--- config.mk ---
export PLATFORM = sky130hd
export DESIGN_NAME = logic_reduce
export DESIGN_NICKNAME = d
export VERILOG_FILES = /design/src/rtl/logic_reduce.sv
export SDC_FILE = /design/constraint.sdc
export NUM_CORES = 1
export LEC_CHECK = 0
export CORE_MARGIN = 3
export CORE_UTILIZATION = 55
export CTS_CLUSTER_DIAMETER = 200
export DETAILED_ROUTE_END_ITERATION = 16
export GPL_TIMING_DRIVEN = 1
export PLACE_DENSITY = 0.87
export SYNTH_ARGS = -nofsm -noshare
export SYNTH_HDL_FRONTEND = slang
export SYNTH_SLANG_ARGS = --single-unit
--- constraint.sdc ---
create_clock -name clk -period 2.4 [get_ports clk]
set_clock_uncertainty 0.15 [all_clocks]
set_input_delay 0.48 -clock clk [delete_from_list [all_inputs] [get_ports clk]]
set_output_delay 0.48 -clock clk [all_outputs]
set_load 0.005 [all_outputs]
--- src/rtl/logic_reduce.sv ---
// logic_reduce: folds each in_last-terminated packet of WIDTH-bit words with AND/OR/XOR/XNOR onto a valid/ready output.
// Define LOGIC_REDUCE_CNT_EN to add the CNT_W parameter and the saturating out_count beat counter.
module logic_reduce #(
    parameter int WIDTH = 16
`ifdef LOGIC_REDUCE_CNT_EN
    , parameter int CNT_W = 8
`endif
) (
    input  logic             clk,
    input  logic             reset,
    input  logic             in_valid,
    output logic             in_ready,
    input  logic [WIDTH-1:0] in_data,
    input  logic             in_last,
    input  logic [1:0]       op,
    output logic             out_valid,
    input  logic             out_ready,
    output logic [WIDTH-1:0] out_data
`ifdef LOGIC_REDUCE_CNT_EN
    , output logic [CNT_W-1:0] out_count
`endif
);
    typedef enum logic [1:0] {IDLE, ACCUM, DONE} state_t;
    state_t state_q, state_d;
    logic [WIDTH-1:0] acc_q, acc_d, res_q, res_d, fold;
    logic [1:0] op_q, op_d;
    logic accept, first;
    assign in_ready = ~reset & ((state_q != DONE) | out_ready);
    assign accept = in_valid & in_ready;
    // an accept in DONE implies out_ready, so it starts a new packet like IDLE
    assign first = state_q != ACCUM;
    assign out_valid = state_q == DONE;
    assign out_data = res_q;
    always_comb begin
        fold = op_q == 2'b00 ? acc_q & in_data :
               op_q == 2'b01 ? acc_q | in_data :
               op_q == 2'b10 ? acc_q ^ in_data : ~(acc_q ^ in_data);
        acc_d = accept ? (first ? in_data : fold) : acc_q;
        op_d = accept & first ? op : op_q;
        res_d = accept & in_last ? acc_d : res_q;
        state_d = accept ? (in_last ? DONE : ACCUM) :
                  (state_q == DONE && out_ready) ? IDLE : state_q;
    end
`ifdef LOGIC_REDUCE_CNT_EN
    logic [CNT_W-1:0] cnt_q, cnt_d, ocnt_q, ocnt_d;
    assign out_count = ocnt_q;
    always_comb begin
        cnt_d = accept ? (first ? CNT_W'(1) : (&cnt_q ? cnt_q : cnt_q + 1'b1)) : cnt_q;
        ocnt_d = accept & in_last ? cnt_d : ocnt_q;
    end
    always_ff @(posedge clk or posedge reset) begin
        if (reset) begin
            cnt_q <= '0;
            ocnt_q <= '0;
        end else begin
            cnt_q <= cnt_d;
            ocnt_q <= ocnt_d;
        end
    end
`endif
    always_ff @(posedge clk or posedge reset) begin
        if (reset) begin
            state_q <= IDLE;
            acc_q <= '0;
            res_q <= '0;
            op_q <= 2'b00;
        end else begin
            state_q <= state_d;
            acc_q <= acc_d;
            res_q <= res_d;
            op_q <= op_d;
        end
    end
endmodule

==> results of run 1 <==
[worst max-delay path by stage]
stage	startpoint	end	slack, ns	cells after the start
CTS	state_q[0]$_DFFE_PP0P_	in_ready	0.05	4
floorplan	out_ready	in_ready	0.62	4
finish	state_q[0]$_DFFE_PP0P_	in_ready	0.08	4
global placement	out_ready	out_data[2]$_DFFE_PP0P_	0.02	6
global route	state_q[0]$_DFFE_PP0P_	in_ready	0.03	4
detailed placement	out_ready	out_data[6]$_DFFE_PP0P_	0.02	6
[metal layers]
metal | vias to the layer above | share of wire [%] | routed length, µm
met4 | 0 | 1.2 | 82
met5 | - | 0 | 0
li1 | 1113 | - | -
met1 | 1168 | 39 | 2610
met2 | 111 | 53 | 3510
met3 | 11 | 6.8 | 453
[power breakdown]
part	internal [W]	switching [W]	leakage [nW]
sequential	0.000757	0.0000909	0.458
clock	0.000197	0.000213	0.0410
combinational	0.000599	0.000668	1.00
[cells in the mapped netlist (2+ instances only)]
cell type | count | area [µm²]
sky130_fd_sc_hd__dfrtp_1 | 36 | 901
sky130_fd_sc_hd__inv_1 | 35 | 131
sky130_fd_sc_hd__nand2b_1 | 2 | 12.5
sky130_fd_sc_hd__mux2_2 | 2 | 22.5
sky130_fd_sc_hd__buf_2 | 5 | 25.0
sky130_fd_sc_hd__nor2_1 | 3 | 11.3
sky130_fd_sc_hd__xor2_1 | 16 | 140
sky130_fd_sc_hd__nor2b_1 | 32 | 200
sky130_fd_sc_hd__clkbuf_1 | 10 | 37.5
sky130_fd_sc_hd__o32ai_1 | 22 | 193
sky130_fd_sc_hd__buf_4 | 3 | 22.5
sky130_fd_sc_hd__o32ai_2 | 10 | 163
sky130_fd_sc_hd__o41ai_1 | 16 | 140
sky130_fd_sc_hd__ha_1 | 32 | 400
sky130_fd_sc_hd__o21ai_0 | 34 | 170
sky130_fd_sc_hd__a21oi_1 | 16 | 80.1
[logic make-up after synthesis]
logic type / after synthesis / share of synthesized area, %
muxes: 2 / 0.823
buffers and inverters: 55 / 8.46
AOI/OAI and AO/OA: 100 / 27.8
and+or+nand+nor: 43 / 10.3
DFF: 36 / 32.9
xor gates and xnor gates: 16 / 5.12
adders and majority gates: 32 / 14.6
[worst max-delay path, cell delays in order (launching register included)]
cell,delay (ns)
sky130_fd_sc_hd__dfrtp_2,0.47
sky130_fd_sc_hd__buf_4,0.18
sky130_fd_sc_hd__nor3b_2,0.25
sky130_fd_sc_hd__nor2_1,0.06
sky130_fd_sc_hd__clkdlybuf4s50_1,0.44
[sequential cells by signal, summed over array words and instances (netlist names)]
register,cells
out_data,16
acc_q,16
op_q,2
state_q,2
[final cells by class]
| class | instances | area (µm²) | share of cell area [%] |
|---|---|---|---|
| clock buffers | 6 | 72.6 | 2.17 |
| clock inverters | 1 | 5.00 | 0.149 |
| inverters | 35 | 131 | 3.92 |
| multi-input cells | 193 | 1610 | 48.1 |
| flip-flops and latches | 36 | 902 | 26.9 |
| well taps | 67 | 83.8 | 2.50 |
| repair buffers | 59 | 543 | 16.2 |
[repair_timing]
action | CTS | global route
gates resized for setup | 0 | 1
setup endpoints to repair | 0 | 1
buffers inserted | 0 | 0
hold buffers | 0 | 0
[metrics by stage]
| stage | instance area, µm² | utilization (%) |
|---|---|---|
| floorplan | 2740 | - |
| global placement | 3270 | 68.8 |
| detailed placement | 3270 | 68.8 |
| CTS | 3350 | 70.4 |
| global route | 3350 | 70.4 |
| finish | 3350 | 70.4 |
==> PnR_summary.wiki, run 1 <==
{| class="wikitable"
! Metric !! Value
|-
| 1st-iter DRT viols || 271
|-
| Hold Vio Cnt, Final || 0
|-
| Actual transition at the worst max-transition pin || 0.534 ns
|-
| Width of the die || 76.6 µm
|-
| Peak supply drop || 0.525 mV
|-
| Achievable frequency || 430 MHz
|-
| Number of cells on the worst hold path || 2
|-
| Clock network latency to the later pin of the worst-skew pair || 0.29 ns
|-
| Half-perimeter wire length after detailed placement || 4.87 mm
|-
| Residual overflow from global routing || 0
|-
| Chip height || 76.6 µm
|-
| Leak Pwr || 1.50 nW
|-
| Type of the most critical hold path || register to register
|-
| Clk pin slew, worst setup/hold paths || 0.07 ns
|-
| RSZ-0062 raised after global routing || no
|-
| Cell Rows || 25
|-
| Via count of the first global-routing pass || 2409
|-
| Gp weighted congestion || 0.781
|-
| Number of top-level design ports || 41
|-
| Final critical-path share of the clock period || 96.8%
|-
| Terminus of the critical flop-to-flop path || acc_q[0]$_DFF_PP0_
|-
| M2 GR Usage || 40.5%
|-
| Summed instance area of the synthesized netlist || 2740 µm²
|-
| Busiest layer in global routing || met2
|-
| Cell Count, Final, Fillers Out || 397
|-
| Worst reg-to-reg path cell count || 4
|-
| GR met1 Demand/Resource || 29.7%
|-
| Core footprint || 4750 µm²
|-
| Total Nets Final || 385
|-
| Beginning of the worst hold path || out_data[9]$_DFFE_PP0P_
|-
| CP Capture Type || output pin
|-
| Status || finished clean
|-
| Count of mapped cells out of synthesis || 284
|-
| Maximum number of pins on one net before global-route repair || 37
|-
| First drt pass iteration count || 4
|-
| Pre-CTS setup slack || 0.0200 ns
|-
| Number of filler cells placed in the layout || 356
|-
| H-tree levels || 2
|-
| GRT Util Overall || 23.4%
|-
| #FFs+latches synth || 36
|-
| Detail-routed net length per standard cell || 16.8 µm
|-
| Die Outline Area || 5860 µm²
|-
| Slew Limit Headroom || 64.3%
|-
| Power consumption || 0.00253 W
|-
| Clock root cell || sky130_fd_sc_hd__clkbuf_8
|-
| Residual antenna-violating net count after detailed routing || 0
|-
| Data required time at the worst endpoint || 1.77 ns
|-
| Warnings, synthesis || 0
|-
| Antenna violations before repair || 0
|-
| Diode insertion count for antenna repair || 0
|-
| Largest fanout on the critical path || 8
|-
| Synth-to-layout area growth || 22.3%
|-
| Initial core utilization || 57.6%
|-
| Final setup violation count || 0
|-
| Top_reg_cell synth || sky130_fd_sc_hd__dfrtp_1
|-
| Final Hold Slack || 0.373 ns
|-
| WHS Endpoint || out_data[9]$_DFFE_PP0P_
|-
| Clock tree from TritonCTS || done
|-
| Total power density per cell area || 754 nW/µm²
|-
| Share of synthesized area occupied by flip-flops and latches || 32.9%
|-
| Vias/cell || 6.05
|-
| Worst reg2reg path startpoint || state_q[0]$_DFFE_PP0P_
|-
| Number of buffers added by the clock tree synthesis step || 5
|-
| Number of nets in the synthesized netlist || 339
|-
| Post-synth cell types || 26
|-
| Count of flip-flops with a built-in enable after synthesis || 0
|-
| Most common library cell in the layout ignoring fill and taps || sky130_fd_sc_hd__clkdlybuf4s50_1
|-
| Kind of critical path || register to output pin
|-
| Leading cell types in the layout, fill and taps excluded || sky130_fd_sc_hd__clkdlybuf4s50_1 (40), sky130_fd_sc_hd__inv_1 (35), sky130_fd_sc_hd__dfrtp_1 (35)
|-
| Average size of a mapped cell || 9.64 µm²
|-
| Met3 usage in global routing || 3.55%
|-
| CP Data Arrival Time || 1.69 ns
|-
| Max Root-Sink Buffers || 2
|-
| Nature of the critical path startpoint || register
|-
| Number of buffers added on ports || 40
|-
| Vias after detailed routing || 2403
|-
| Clock period minus worst slack || 2.32 ns
|-
| Fraction of layout cells with a size suffix above 1 || 12.1%
|-
| PnR worst setup slack || 0.0766 ns
|-
| # clock sinks || 36
|-
| Placed cells || 390
|-
| Total negative slack || 0 ns
|-
| R2r setup slk || 0.33 ns
|-
| Routed wire length || 6.66 mm
|-
| Share of synthesized registers carrying an async set or reset || 100%
|-
| Final max-slew violation count || 0
|-
| First-pass GRT wire length || 11.2 mm
|-
| Final routed DRC violation total || 0
|-
| Max capacitance violation total || 0
|}
Note: power is estimated with default switching activity, not from simulation.
==> inputs of run 2 (changes only) <==
- SKIP_LAST_GASP: unset -> 1
==> results of run 2 <==
The final DEF is identical to that of run 1; final timing and power are the same.
==> inputs of run 3 (changes only) <==
- GPL_TIMING_DRIVEN: 1 -> 0
==> PnR_summary.wiki, run 3 (same netlist as run 1, synthesis figures left out) <==
{| class="wikitable"
! Metric !! Value
|-
| Maximum number of pins on one net before global-route repair || 22 (-41%)
|-
| Final max-slew violation count || 0 (unchanged)
|-
| GRT Util Overall || 25.8% (+2.4 points)
|-
| CP Capture Type || output pin
|-
| Worst reg2reg path startpoint || state_q[1]$_DFFE_PP0P_
|-
| Number of buffers added on ports || 40 (unchanged)
|-
| Chip height || 76.6 µm (unchanged)
|-
| Fraction of layout cells with a size suffix above 1 || 12.2% (+0.12 points)
|-
| First drt pass iteration count || 5 (+1)
|-
| Core footprint || 4750 µm² (unchanged)
|-
| Vias after detailed routing || 2452 (+2.0%)
|-
| Cell Rows || 25 (unchanged)
|-
| Clock root cell || sky130_fd_sc_hd__clkbuf_8
|-
| Detail-routed net length per standard cell || 17.9 µm (+6.8%)
|-
| Vias/cell || 6.10 (+0.77%)
|-
| Half-perimeter wire length after detailed placement || 5.14 mm (+5.5%)
|-
| Via count of the first global-routing pass || 2531 (+5.1%)
|-
| R2r setup slk || 0.19 ns (-0.14 ns)
|-
| Largest fanout on the critical path || 10 (+2)
|-
| Leak Pwr || 1.53 nW (+1.9%)
|-
| Gp weighted congestion || 0.843 (+7.9%)
|-
| Worst reg-to-reg path cell count || 6 (+2)
|-
| Startpoint of the worst setup timing path || state_q[1]$_DFFE_PP0P_
|-
| Routed wire length || 7.20 mm (+8.2%)
|-
| 1st-iter DRT viols || 214 (-21%)
|-
| Clock tree from TritonCTS || done
|-
| Residual antenna-violating net count after detailed routing || 0 (unchanged)
|-
| Number of buffers added by the clock tree synthesis step || 5 (unchanged)
|-
| Max capacitance violation total || 0 (unchanged)
|-
| Residual overflow from global routing || 0 (unchanged)
|-
| WHS Endpoint || out_data[7]$_DFFE_PP0P_
|-
| Status || finished clean
|-
| Beginning of the worst hold path || out_data[7]$_DFFE_PP0P_
|-
| Diode insertion count for antenna repair || 0 (unchanged)
|-
| CP Data Arrival Time || 1.75 ns (+0.06 ns)
|-
| Data required time at the worst endpoint || 1.77 ns (about the same)
|-
| H-tree levels || 2 (unchanged)
|-
| Number of cells on the worst hold path || 2 (unchanged)
|-
| Kind of critical path || register to output pin
|-
| Hold Vio Cnt, Final || 0 (unchanged)
|-
| Total power density per cell area || 771 nW/µm² (+2.2%)
|-
| Final routed DRC violation total || 0 (unchanged)
|-
| Cell area after placement || 3250 µm² (-0.61%)
|-
| Type of the most critical hold path || register to register
|-
| Clock period minus worst slack || 2.38 ns (+0.0590 ns)
|-
| Nature of the critical path startpoint || register
|-
| Actual transition at the worst max-transition pin || 0.714 ns (+0.180 ns)
|-
| Slew Limit Headroom || 52.4% (-12 points)
|-
| Antenna violations before repair || 0 (unchanged)
|-
| First-pass GRT wire length || 12.1 mm (+7.7%)
|-
| Clk pin slew, worst setup/hold paths || 0.07 ns (about the same)
|-
| Hold-fix buffer count after cts || 0 (unchanged)
|-
| # clock sinks || 36 (unchanged)
|-
| RSZ-0062 raised after global routing || yes
|-
| Final setup violation count || 0 (unchanged)
|-
| Clock network latency to the later pin of the worst-skew pair || 0.30 ns (about the same)
|-
| Initial core utilization || 57.6% (unchanged)
|-
| Terminus of the critical flop-to-flop path || acc_q[11]$_DFF_PP0_
|-
| Final cell area excluding filler cells || 3400 µm² (+1.5%)
|-
| Width of the die || 76.6 µm (unchanged)
|-
| Pre-CTS setup slack || -0.643 ns (-0.663 ns)
|-
| Peak supply drop || 0.454 mV (-14%)
|-
| Max Root-Sink Buffers || 2 (unchanged)
|-
| Final critical-path share of the clock period || 99.3% (+2.5 points)
|-
| PnR worst setup slack || 0.0176 ns (-0.0590 ns)
|-
| Die Outline Area || 5860 µm² (unchanged)
|-
| Total Nets Final || 389 (+1.0%)
|-
| Leading cell types in the layout, fill and taps excluded || sky130_fd_sc_hd__clkdlybuf4s50_1 (38), sky130_fd_sc_hd__dfrtp_1 (36), sky130_fd_sc_hd__inv_1 (35)
|-
| Final Hold Slack || 0.363 ns (-0.0101 ns)
|-
| Placed cells || 392 (+0.51%)
|-
| Cell Count, Final, Fillers Out || 402 (+1.3%)
|-
| Synth-to-layout area growth || 24.2%
|-
| Achievable frequency || 420 MHz (-2.5%)
|-
| Most common library cell in the layout ignoring fill and taps || sky130_fd_sc_hd__clkdlybuf4s50_1
|-
| Number of top-level design ports || 41 (unchanged)
|}
## run 3: changes by cell type in the layout (fill, tap and decap cells not counted), sizes merged
cell           change
buf                -6
clkbuf            +10
clkdlybuf4s50      -2
clkinv             +1
dlygate4sd2        +1
dlymetal6s2s       +1
## run 3: layer usage
metal / wire (µm) / vias up / share of wire (%) / track usage (%)
li1: - / 1126 / - / -
met1: 2990 / 1193 / 42 / 31.9
met2: 3590 / 115 / 50 / 43.2
met3: 419 / 18 / 5.8 / 5.08
met4: 198 / 0 / 2.7 / 12.5
met5: 0 / - / 0 / 0
## run 3: worst max-delay path by stage
stage                            to  cells after the start  slack [ns]
final                     out_valid                      4        0.02
after global routing      out_valid                      4       -0.02
after CTS                  in_ready                      5      -0.006
after detailed placement   in_ready                      6       -0.64
after global placement     in_ready                      6       -0.62
after floorplan            in_ready                      4        0.62
## run 3: what timing repair did
item / CTS / global route
pin swaps: 0 / 0
resized for setup: 13 / 5
endpoints found under the setup margin: 6 / 18
setup buffers: 2 / 0
## run 3: critical path, stage by stage (launching register included)
cell and delay [ns]:
sky130_fd_sc_hd__dfrtp_1 0.41, sky130_fd_sc_hd__inv_1 0.26, sky130_fd_sc_hd__clkbuf_4 0.30, sky130_fd_sc_hd__nor2_2 0.05, sky130_fd_sc_hd__clkdlybuf4s50_1 0.44
## run 3: cell type report
cell class	instances	area, µm²
buffer	20	131
clock buffer	6	82.6
fill	374	1360
clock inverter	2	10.0
tap	67	83.8
multi-input combinational	193	1620
timing repair buffer	43	444
sequential	36	901
inverter	35	131
## run 3: power by group
group | switching, W | total (W) | internal, W | leakage (nW)
sequential | 0.0000869 | 0.000843 | 0.000756 | 0.459
clock | 0.000228 | 0.000457 | 0.000229 | 0.0510
combinational | 0.000707 | 0.00132 | 0.000616 | 1.02
## run 3: stage by stage
step / utilization (%) / TNS, ns / total power, W
CTS: 71.3 / -0.00554 / 0.00262
detailed placement: 68.3 / -6.28 / 0.00214
global placement: 67.8 / -5.91 / 0.00206
floorplan: - / 0 / 0.00175
finish: 71.5 / 0 / 0.00262
global route: 71.5 / -0.0242 / 0.00280
